### src/rtl/operand_engine.sv
// operand_engine: iterative compute responder on the loader's start/done handshake.
// Captures four operands on a rising start, then bit-serially computes
//   g = popcount(a) + popcount(b)
//   h = floor(log_c(d)), or all-ones when c < 2
// and holds done high until start is released.
//
// Ports:
//   clk   - system clock
//   rst   - asynchronous active-high reset
//   a, b  - popcount operands
//   c     - log base
//   d     - log argument
//   start - level request from the loader
//   g, h  - registered results, valid while done = 1
//   done  - results valid, held until start is low
//   busy  - high while computing (POP or LOG)
module operand_engine #(
  parameter int unsigned WIDTH = 16
) (
  input  logic             clk,
  input  logic             rst,
  input  logic [WIDTH-1:0] a,
  input  logic [WIDTH-1:0] b,
  input  logic [WIDTH-1:0] c,
  input  logic [WIDTH-1:0] d,
  input  logic             start,
  output logic [WIDTH-1:0] g,
  output logic [WIDTH-1:0] h,
  output logic             done,
  output logic             busy
);

  localparam int unsigned KW = $clog2(WIDTH);

  typedef enum logic [1:0] {StIdle, StPop, StLog, StDone} state_e;

  state_e             state_q, state_d;
  logic               start_q;
  logic [WIDTH-1:0]   a_sh_q, a_sh_d;
  logic [WIDTH-1:0]   b_sh_q, b_sh_d;
  logic [WIDTH-1:0]   c_q, c_d;
  logic [WIDTH-1:0]   d_q, d_d;
  logic [WIDTH-1:0]   p_q, p_d;
  logic [KW-1:0]      k_q, k_d;
  logic [WIDTH-1:0]   g_q, g_d;
  logic [WIDTH-1:0]   h_q, h_d;
  logic               done_q, done_d;
  logic               busy_q, busy_d;

  logic               rise;
  logic [2*WIDTH-1:0] t;

  assign rise = start & ~start_q;
  // Full-width product; p <= d keeps p itself within WIDTH bits.
  assign t    = (2*WIDTH)'(p_q) * (2*WIDTH)'(c_q);

  always_ff @(posedge clk or posedge rst) begin
    if (rst) begin
      state_q <= StIdle;
      start_q <= 1'b0;
      a_sh_q  <= '0;
      b_sh_q  <= '0;
      c_q     <= '0;
      d_q     <= '0;
      p_q     <= WIDTH'(1);
      k_q     <= '0;
      g_q     <= '0;
      h_q     <= '0;
      done_q  <= 1'b0;
      busy_q  <= 1'b0;
    end else begin
      state_q <= state_d;
      start_q <= start;
      a_sh_q  <= a_sh_d;
      b_sh_q  <= b_sh_d;
      c_q     <= c_d;
      d_q     <= d_d;
      p_q     <= p_d;
      k_q     <= k_d;
      g_q     <= g_d;
      h_q     <= h_d;
      done_q  <= done_d;
      busy_q  <= busy_d;
    end
  end

  always_comb begin
    state_d = state_q;
    a_sh_d  = a_sh_q;
    b_sh_d  = b_sh_q;
    c_d     = c_q;
    d_d     = d_q;
    p_d     = p_q;
    k_d     = k_q;
    g_d     = g_q;
    h_d     = h_q;

    case (state_q)
      StIdle: begin
        if (rise) begin
          a_sh_d  = a;
          b_sh_d  = b;
          c_d     = c;
          d_d     = d;
          g_d     = '0;
          h_d     = '0;
          k_d     = '0;
          p_d     = WIDTH'(1);
          state_d = StPop;
        end
      end
      StPop: begin
        g_d    = g_q + WIDTH'(a_sh_q[0]) + WIDTH'(b_sh_q[0]);
        a_sh_d = a_sh_q >> 1;
        b_sh_d = b_sh_q >> 1;
        k_d    = k_q + 1'b1;
        if (k_q == KW'(WIDTH - 1)) begin
          state_d = StLog;
        end
      end
      StLog: begin
        if (c_q < WIDTH'(2)) begin
          h_d     = '1;
          state_d = StDone;
        end else if (t <= (2*WIDTH)'(d_q)) begin
          p_d = t[WIDTH-1:0];
          h_d = h_q + 1'b1;
        end else begin
          state_d = StDone;
        end
      end
      StDone: begin
        if (!start) begin
          state_d = StIdle;
        end
      end
      default: state_d = StIdle;
    endcase

    // Status flags are registered from the next state so they line up with it.
    busy_d = (state_d == StPop) || (state_d == StLog);
    done_d = (state_d == StDone);
  end

  assign g    = g_q;
  assign h    = h_q;
  assign done = done_q;
  assign busy = busy_q;

endmodule

### config.mk
export PLATFORM = sky130hd
export DESIGN_NAME = operand_engine
export DESIGN_NICKNAME = d
export VERILOG_FILES = /design/src/rtl/operand_engine.sv
export SDC_FILE = /design/constraint.sdc
export NUM_CORES = 1
export LEC_CHECK = 0
export ABC_CLOCK_PERIOD_IN_PS = 10400
export BUFFER_PORTS_ARGS = -buffer_cell sky130_fd_sc_hd__buf_2
export CAP_MARGIN = 20
export CORE_UTILIZATION = 55
export DETAILED_ROUTE_END_ITERATION = 7
export GPL_TIMING_DRIVEN = 0
export PLACE_DENSITY = 0.75
export SYNTH_ARGS = -nofsm -noshare
export SYNTH_HDL_FRONTEND = slang
export SYNTH_SLANG_ARGS = --single-unit
### constraint.sdc
create_clock -name clk -period 10.4 [get_ports clk]
set_input_delay 2.08 -clock clk [delete_from_list [all_inputs] [get_ports clk]]
set_output_delay 2.08 -clock clk [all_outputs]
set_load 0.1 [all_outputs]
Word-level counts from Yosys, hierarchy flattened

Index checks and enable logic that the tools add are counted.

$add $sub $neg: 4
Multipliers: 1
Order comparisons: 2
Equality and inequality tests: 11
Muxes and demuxes: 21
Bitwise operators: 2
Reductions and logical operators: 8

Operator list:

| kind                    | count |
|---|---|
| $pmux W16 S2            | 5 |
| $mux W16                | 8 |
| $add A16 B1 Y16         | 2 |
| $le A32 B16 Y1          | 1 |
| $mul A16 B16 Y32        | 1 |
| $add A16 B1 Y16 const B | 1 |
| $lt A16 B2 Y1 const B   | 1 |
| $mux W2                 | 5 |
| $eq A2 B2 Y1 const B    | 4 |
| $pmux W2 S4             | 1 |
| $pmux W4 S2             | 1 |
| $ne A2 B2 Y1 const B    | 3 |
| $add A4 B1 Y4 const B   | 1 |
| $eq A2 B1 Y1 const B    | 2 |
| $eq A4 B4 Y1 const B    | 1 |
| $mux W4                 | 1 |
| $reduce_and A2 Y1       | 2 |
| $reduce_and A4 Y1       | 1 |
| $reduce_bool A2 Y1      | 2 |
| $ne A3 B3 Y1 const B    | 1 |
| $reduce_and A3 Y1       | 1 |
| $logic_not A2 Y1        | 1 |
| $and A1 B1 Y1           | 1 |
| $logic_or A1 B1 Y1      | 1 |
| $not A1 Y1              | 1 |

Register bits after elaboration: 121
Output and inout port bits: 34
Word-level logic and storage cells: 61

Depth between registers and ports, before layout

Depth in word-level cells: 7
Mapped depth: 33
Gate-level depth less buffers: 30

Least setup slack after synthesis

Ideal clock, no wire load.

Path kind: reg2reg
Start point: register c_q[1]
End point: register p_q[5]
Library setup time: 0.125 ns
Arrival time: 7.965 ns
Required time: 10.275 ns
Path slack: 2.310 ns
Stages on the path, launching flop included: 31
Path buffers: 4
Period minus slack after synthesis: 8.090 ns
Path through: dfrtp_1 > clkbuf_1 > clkbuf_1 > nand2_1 > fa_1 > fa_1 > fa_1 > fa_1 > inv_1 > fa_1 > inv_1 > fa_1 > inv_1 > ha_1 > buf_2 > nand2_1 > a211o_1 > a31oi_1 > nor2_1 > xnor2_1 > ha_1 > nand4_1 > nor4_1 > and3_1 > a21oi_1 > or4_1 > nor4_1 > nand4b_1 > nor2_4 > buf_12 > mux2_4

Word-level cells in the longest chain between the ends: 4
Elaborated cells between the ends (all ways): 9
Classes of those cells: mul: 1; order compare: 2; eq/ne: 2; mux: 3; reduce/logical: 1

Ends and longest elaborated chain:

| what                                                               | line | source |
|---|---|---|
| start: declaration                                                 | 41   | `logic [WIDTH-1:0] c_q, c_d;` |
| start signal: assignment                                           | 63   | `c_q <= '0;` |
| start signal: assignment                                           | 76   | `c_q <= c_d;` |
| $mul A16 B16 Y32                                                   | 55   | `assign t = (2*WIDTH)'(p_q) * (2*WIDTH)'(c_q);` |
| $le A32 B16 Y1 / $mux W16 (equally long branches)                  | 125  | `end else if (t <= (2*WIDTH)'(d_q)) begin` |
| $ne A2 B2 Y1 (no line) / $mux W16 (equally long branches)          | n/a  |  |
| $reduce_and A4 Y1 (no line) / $pmux W16 S2 (equally long branches) | n/a  |  |
| end signal: assignment                                             | 78   | `p_q <= p_d;` |
| end: declaration                                                   | 43   | `logic [WIDTH-1:0] p_q, p_d;` |

Parallel ways exist; a longest one is shown, timed or not. The select of a mux whose other input is x is not followed.
A chain may end at the register's enable or synchronous reset.

Final worst setup path

Start point: register c_q[1]
End point: register p_q[6]

Same word-level chain as after synthesis.

==> metrics.md <==
| Metric | Value |
|---|---|
| Die outline width | 165 um |
| Wire length of the first global-routing pass | roughly 65 mm |
| Hold-fix buffer count after cts | 0 |
| Multi-input combinational cell area | between 10000 and 15000 um2 |
| Total negative slack for setup checks | 0 ns |
| Residual DRC | 4 |
| Worst clock skew | 0.0169 ns |
| Setup slack of the critical path after layout | ~0.76 ns |
| Buffers from clock root to sink, at most | 2 |
| Synth cell types | 72 |
| Number of resized instances in the post-cts repair step | 0 |
| Number of fill cells | around 2300 |
| Most used DFF post-synth | sky130_fd_sc_hd__dfrtp_1 |
| Power density relative to cell area | between 200 and 300 nW/um2 |
| Final instance area | 16200 um2 |
| Final count of negative-setup-slack endpoints | 0 |
| Antenna violations before repair | 4 |
| I/O pin count | ~100 |
| Vias per cell | approximately 5.7 |
| Violated checks | DRC |
| Die Outline Area | ~27000 um2 |
| Number of rows created at floorplan | 59 |
| Worst path most repeated cell | sky130_fd_sc_hd__fa_1 |
| Clock edge transition at the registers on the reported setup and hold paths | around 0.070 ns |
| Clock tree from TritonCTS | done |
| Total power after layout | roughly 0.0047 W |
| Grt peak-use layer | met2 |
| Source of the worst hold timing path | a_sh_q[8] |
| Post-route fraction of the period consumed by the critical path | around 93% |
| Post-synth net total | about 2100 |
| Count of flip-flops with a built-in enable after synthesis | 0 |
| Largest net degree at the start of global routing | slightly above 100 |
| Count of clock tree sinks | between 100 and 150 |
| Kind of capture point of the worst setup path | register |
| R2r worst-path depth | 30 |
| End of the worst register-to-register path | p_q[6] |
| Post-detail-place hpwl | about 30 mm |
| Via count of the first global-routing pass | around 13000 |
| Detailed Route Iter0 Violations | around 790 |
| Top post-synthesis cells by area | sky130_fd_sc_hd__fa_1 (27%), sky130_fd_sc_hd__dfrtp_1 (20%), sky130_fd_sc_hd__ha_1 (11%), sky130_fd_sc_hd__nand2_1 (9.2%), sky130_fd_sc_hd__inv_1 (6.4%) |
| F_max | ~100 MHz |
| Slack of the worst reg-to-reg path | 0.76 ns |
| Remaining antenna violation count | 0 |
| Post-Route Hold Slack | between 0.4 and 0.5 ns |
| Largest voltage drop on the vdd net | between 0.00015 and 0.0002 V |
| Number of maximum-capacitance violations | 0 |
| Via total after detailed routing | 12100 |
| Share of post-route cells with drive strength above 1 | approximately a tenth |
| Area post-placement | about 16000 um2 |
| Total count of max-transition violations in the final report | 0 |
| Mean area per synthesized cell | just under 9 um2 |
| Initial core utilization | 56.1% |
| First-pass detailed-route iteration total | 7 |
| Routed len/inst | 18.3 um |
| Critical path's largest stage delay | roughly 0.6 ns |
| Number of buffers inserted during clock tree synthesis | 17 |
| Total of buffers placed on input and output ports | 100 |
| Most numerous cell in the Yosys netlist | sky130_fd_sc_hd__nand2_1 |
| Number of warnings reported in the yosys synthesis log | 0 |
| Worst reg2reg startpoint | c_q[1] |
| Post-synthesis async set-or-reset flop share | 100% |
| Fraction of met2 tracks used by global routing | between 50% and 60% |
| Insertion delay to the later sink of the worst-skew pair | 0.44 ns |
| Crit path max fanout | 10 |
| Data required time of the critical path | roughly 11 ns |
| Post-Syn Area | about 15000 um2 |
| Number of instances in the synthesized netlist | roughly 1700 |
| Result of the run | complete, but fails checks |
| Weighted congestion at the end of routability-driven global placement | 0.942 |
| Setup repair after global routing missed its margin | false |
| Standard cell with the maximum stage delay on the critical path | sky130_fd_sc_hd__fa_1 |
| Number of buffers inserted to repair setup after CTS | 0 |
| Worst Hold Path Cells | 2 |
| Library cell used as clock root buffer | sky130_fd_sc_hd__clkbuf_16 |
| H-tree level count | 4 |
| Post-route minimum period | about 9.6 ns |
| Data arrival at the endpoint of the critical path | 9.95 ns |
| Total routed wirelength | approximately 39 mm |
| Total Routing Usage GR | between 30% and 40% |
| Flip-flop and latch count after synthesis | 121 |
| Worst slew pin tran | about 0.84 ns |
| Total number of nets in the final design | 2172 |
| Final count of hold timing violations | 0 |
| Total congestion overflow after global routing | 0 |
| Area taken by flip-flops and latches | 3030 um2 |
| Classification of the worst-slack hold path | reg2reg |
| DIE HEIGHT | between 150 and 200 um |
| Area growth from synthesis to layout | 10.4% |
| Leak | 8.38 nW |
| Cell taking the most area after synthesis | sky130_fd_sc_hd__fa_1 |
| Sequential cell area fraction in the yosys report | approximately a fifth |
| Kind of start point of the critical path | register |
| Post-Place Worst Slack | 0.904 ns |
| Worst-case headroom to the max-slew limit | between 40% and 50% |
| Fraction of post-synthesis cell area in the top cell type by area | between 20% and 30% |
| Synth top cells by count | sky130_fd_sc_hd__nand2_1 (360), sky130_fd_sc_hd__inv_1 (252), sky130_fd_sc_hd__fa_1 (195), sky130_fd_sc_hd__ha_1 (124) |
| Worst Hold End | a_sh_q[8] |
| Worst setup path category | reg2reg |
| Core ar. | 26100 um2 |
| Met1 capacity usage during global routing | 39.7% |
| Met3 layer usage reported by global route | 5.14% |
[flip-flops by register name, indices dropped and copies added, names as in the netlist, 2 cells and up]
| signal | count |
|---|---|
| g | 16 |
| p_q | 16 |
| a_sh_q | 16 |
| state_q | 2 |
| c_q | 16 |
| b_sh_q | 16 |
| d_q | 16 |
| k_q | 4 |
| h | 16 |
[critical path, delay by kind of cell (launching register included)]
kind	cells	cell delay (ns)
AOI/OAI and AO/OA	3	0.76
xor gates and xnor gates	1	0.17
adders and majority gates	8	3.73
DFF	1	0.32
muxes	1	0.30
and+or+nand+nor	10	2.81
buffers and inverters	7	1.40
[report_power, final]
part | switching, W | total, W | internal [W]
combinational | 0.00212 | 0.00334 | 0.00121
sequential | 0.000171 | 0.000795 | 0.000624
clock | 0.000253 | 0.000586 | 0.000334
[cells in the final DEF, fill, tap and decap left out, types with 25 or more instances in the layout]
master                     Yosys  final
sky130_fd_sc_hd__a21oi_1      46     46
sky130_fd_sc_hd__a22oi_1      30     30
sky130_fd_sc_hd__and2_1      120    120
sky130_fd_sc_hd__buf_2        12    112
sky130_fd_sc_hd__clkbuf_1     72     72
sky130_fd_sc_hd__dfrtp_1     120    120
sky130_fd_sc_hd__fa_1        195    195
sky130_fd_sc_hd__ha_1        124    124
sky130_fd_sc_hd__inv_1       252    251
sky130_fd_sc_hd__nand2_1     360    360
sky130_fd_sc_hd__nand3_1      25     25
sky130_fd_sc_hd__nor2_1       27     27
sky130_fd_sc_hd__o21ai_0      59     59
[area by class of cell]
type                       instances  share of cell area [%]
buffer                            90                    2.54
sequential                       121                    18.7
clock buffer                      17                    2.63
multi-input combinational       1203                    63.5
inverter                         252                    5.87
antenna                            4                  0.0618
tap                              335                    2.59
clock inverter                    14                   0.865
timing repair buffer             101                    3.26
[routing by layer]
layer	up-vias	wire (um)
li1	5562	-
met1	5939	15700
met2	505	18800
met3	96	3050
met4	2	1590
met5	-	10
[worst max path at each step]
stage	end	start	cells after the start
2_1_floorplan	p_q[5]	c_q[1]	30
3_3_place_gp	p_q[7]	c_q[1]	30
3_5_place_dp	p_q[8]	c_q[1]	30
4_1_cts	p_q[6]	c_q[1]	30
5_1_grt	p_q[7]	c_q[3]	30
6_report	p_q[6]	c_q[1]	30
[through the flow]
stage          utilization (%)  cells
4_1_cts                   61.9   2133
3_5_place_dp              59.8   2102
6_report                  62.0   2137
3_3_place_gp              59.6   2101
5_1_grt                   61.9   2134
2_1_floorplan                -   1666
[kinds of logic after synthesis]
logic type | synth area share, %
and+or+nand+nor | 19.7
buffers and inverters | 9.26
adders and majority gates | 37.2
AOI/OAI and AO/OA | 10.1
DFF | 20.7
xor gates and xnor gates | 1.31
muxes | 1.74
Power figures use the tool's default switching activity.
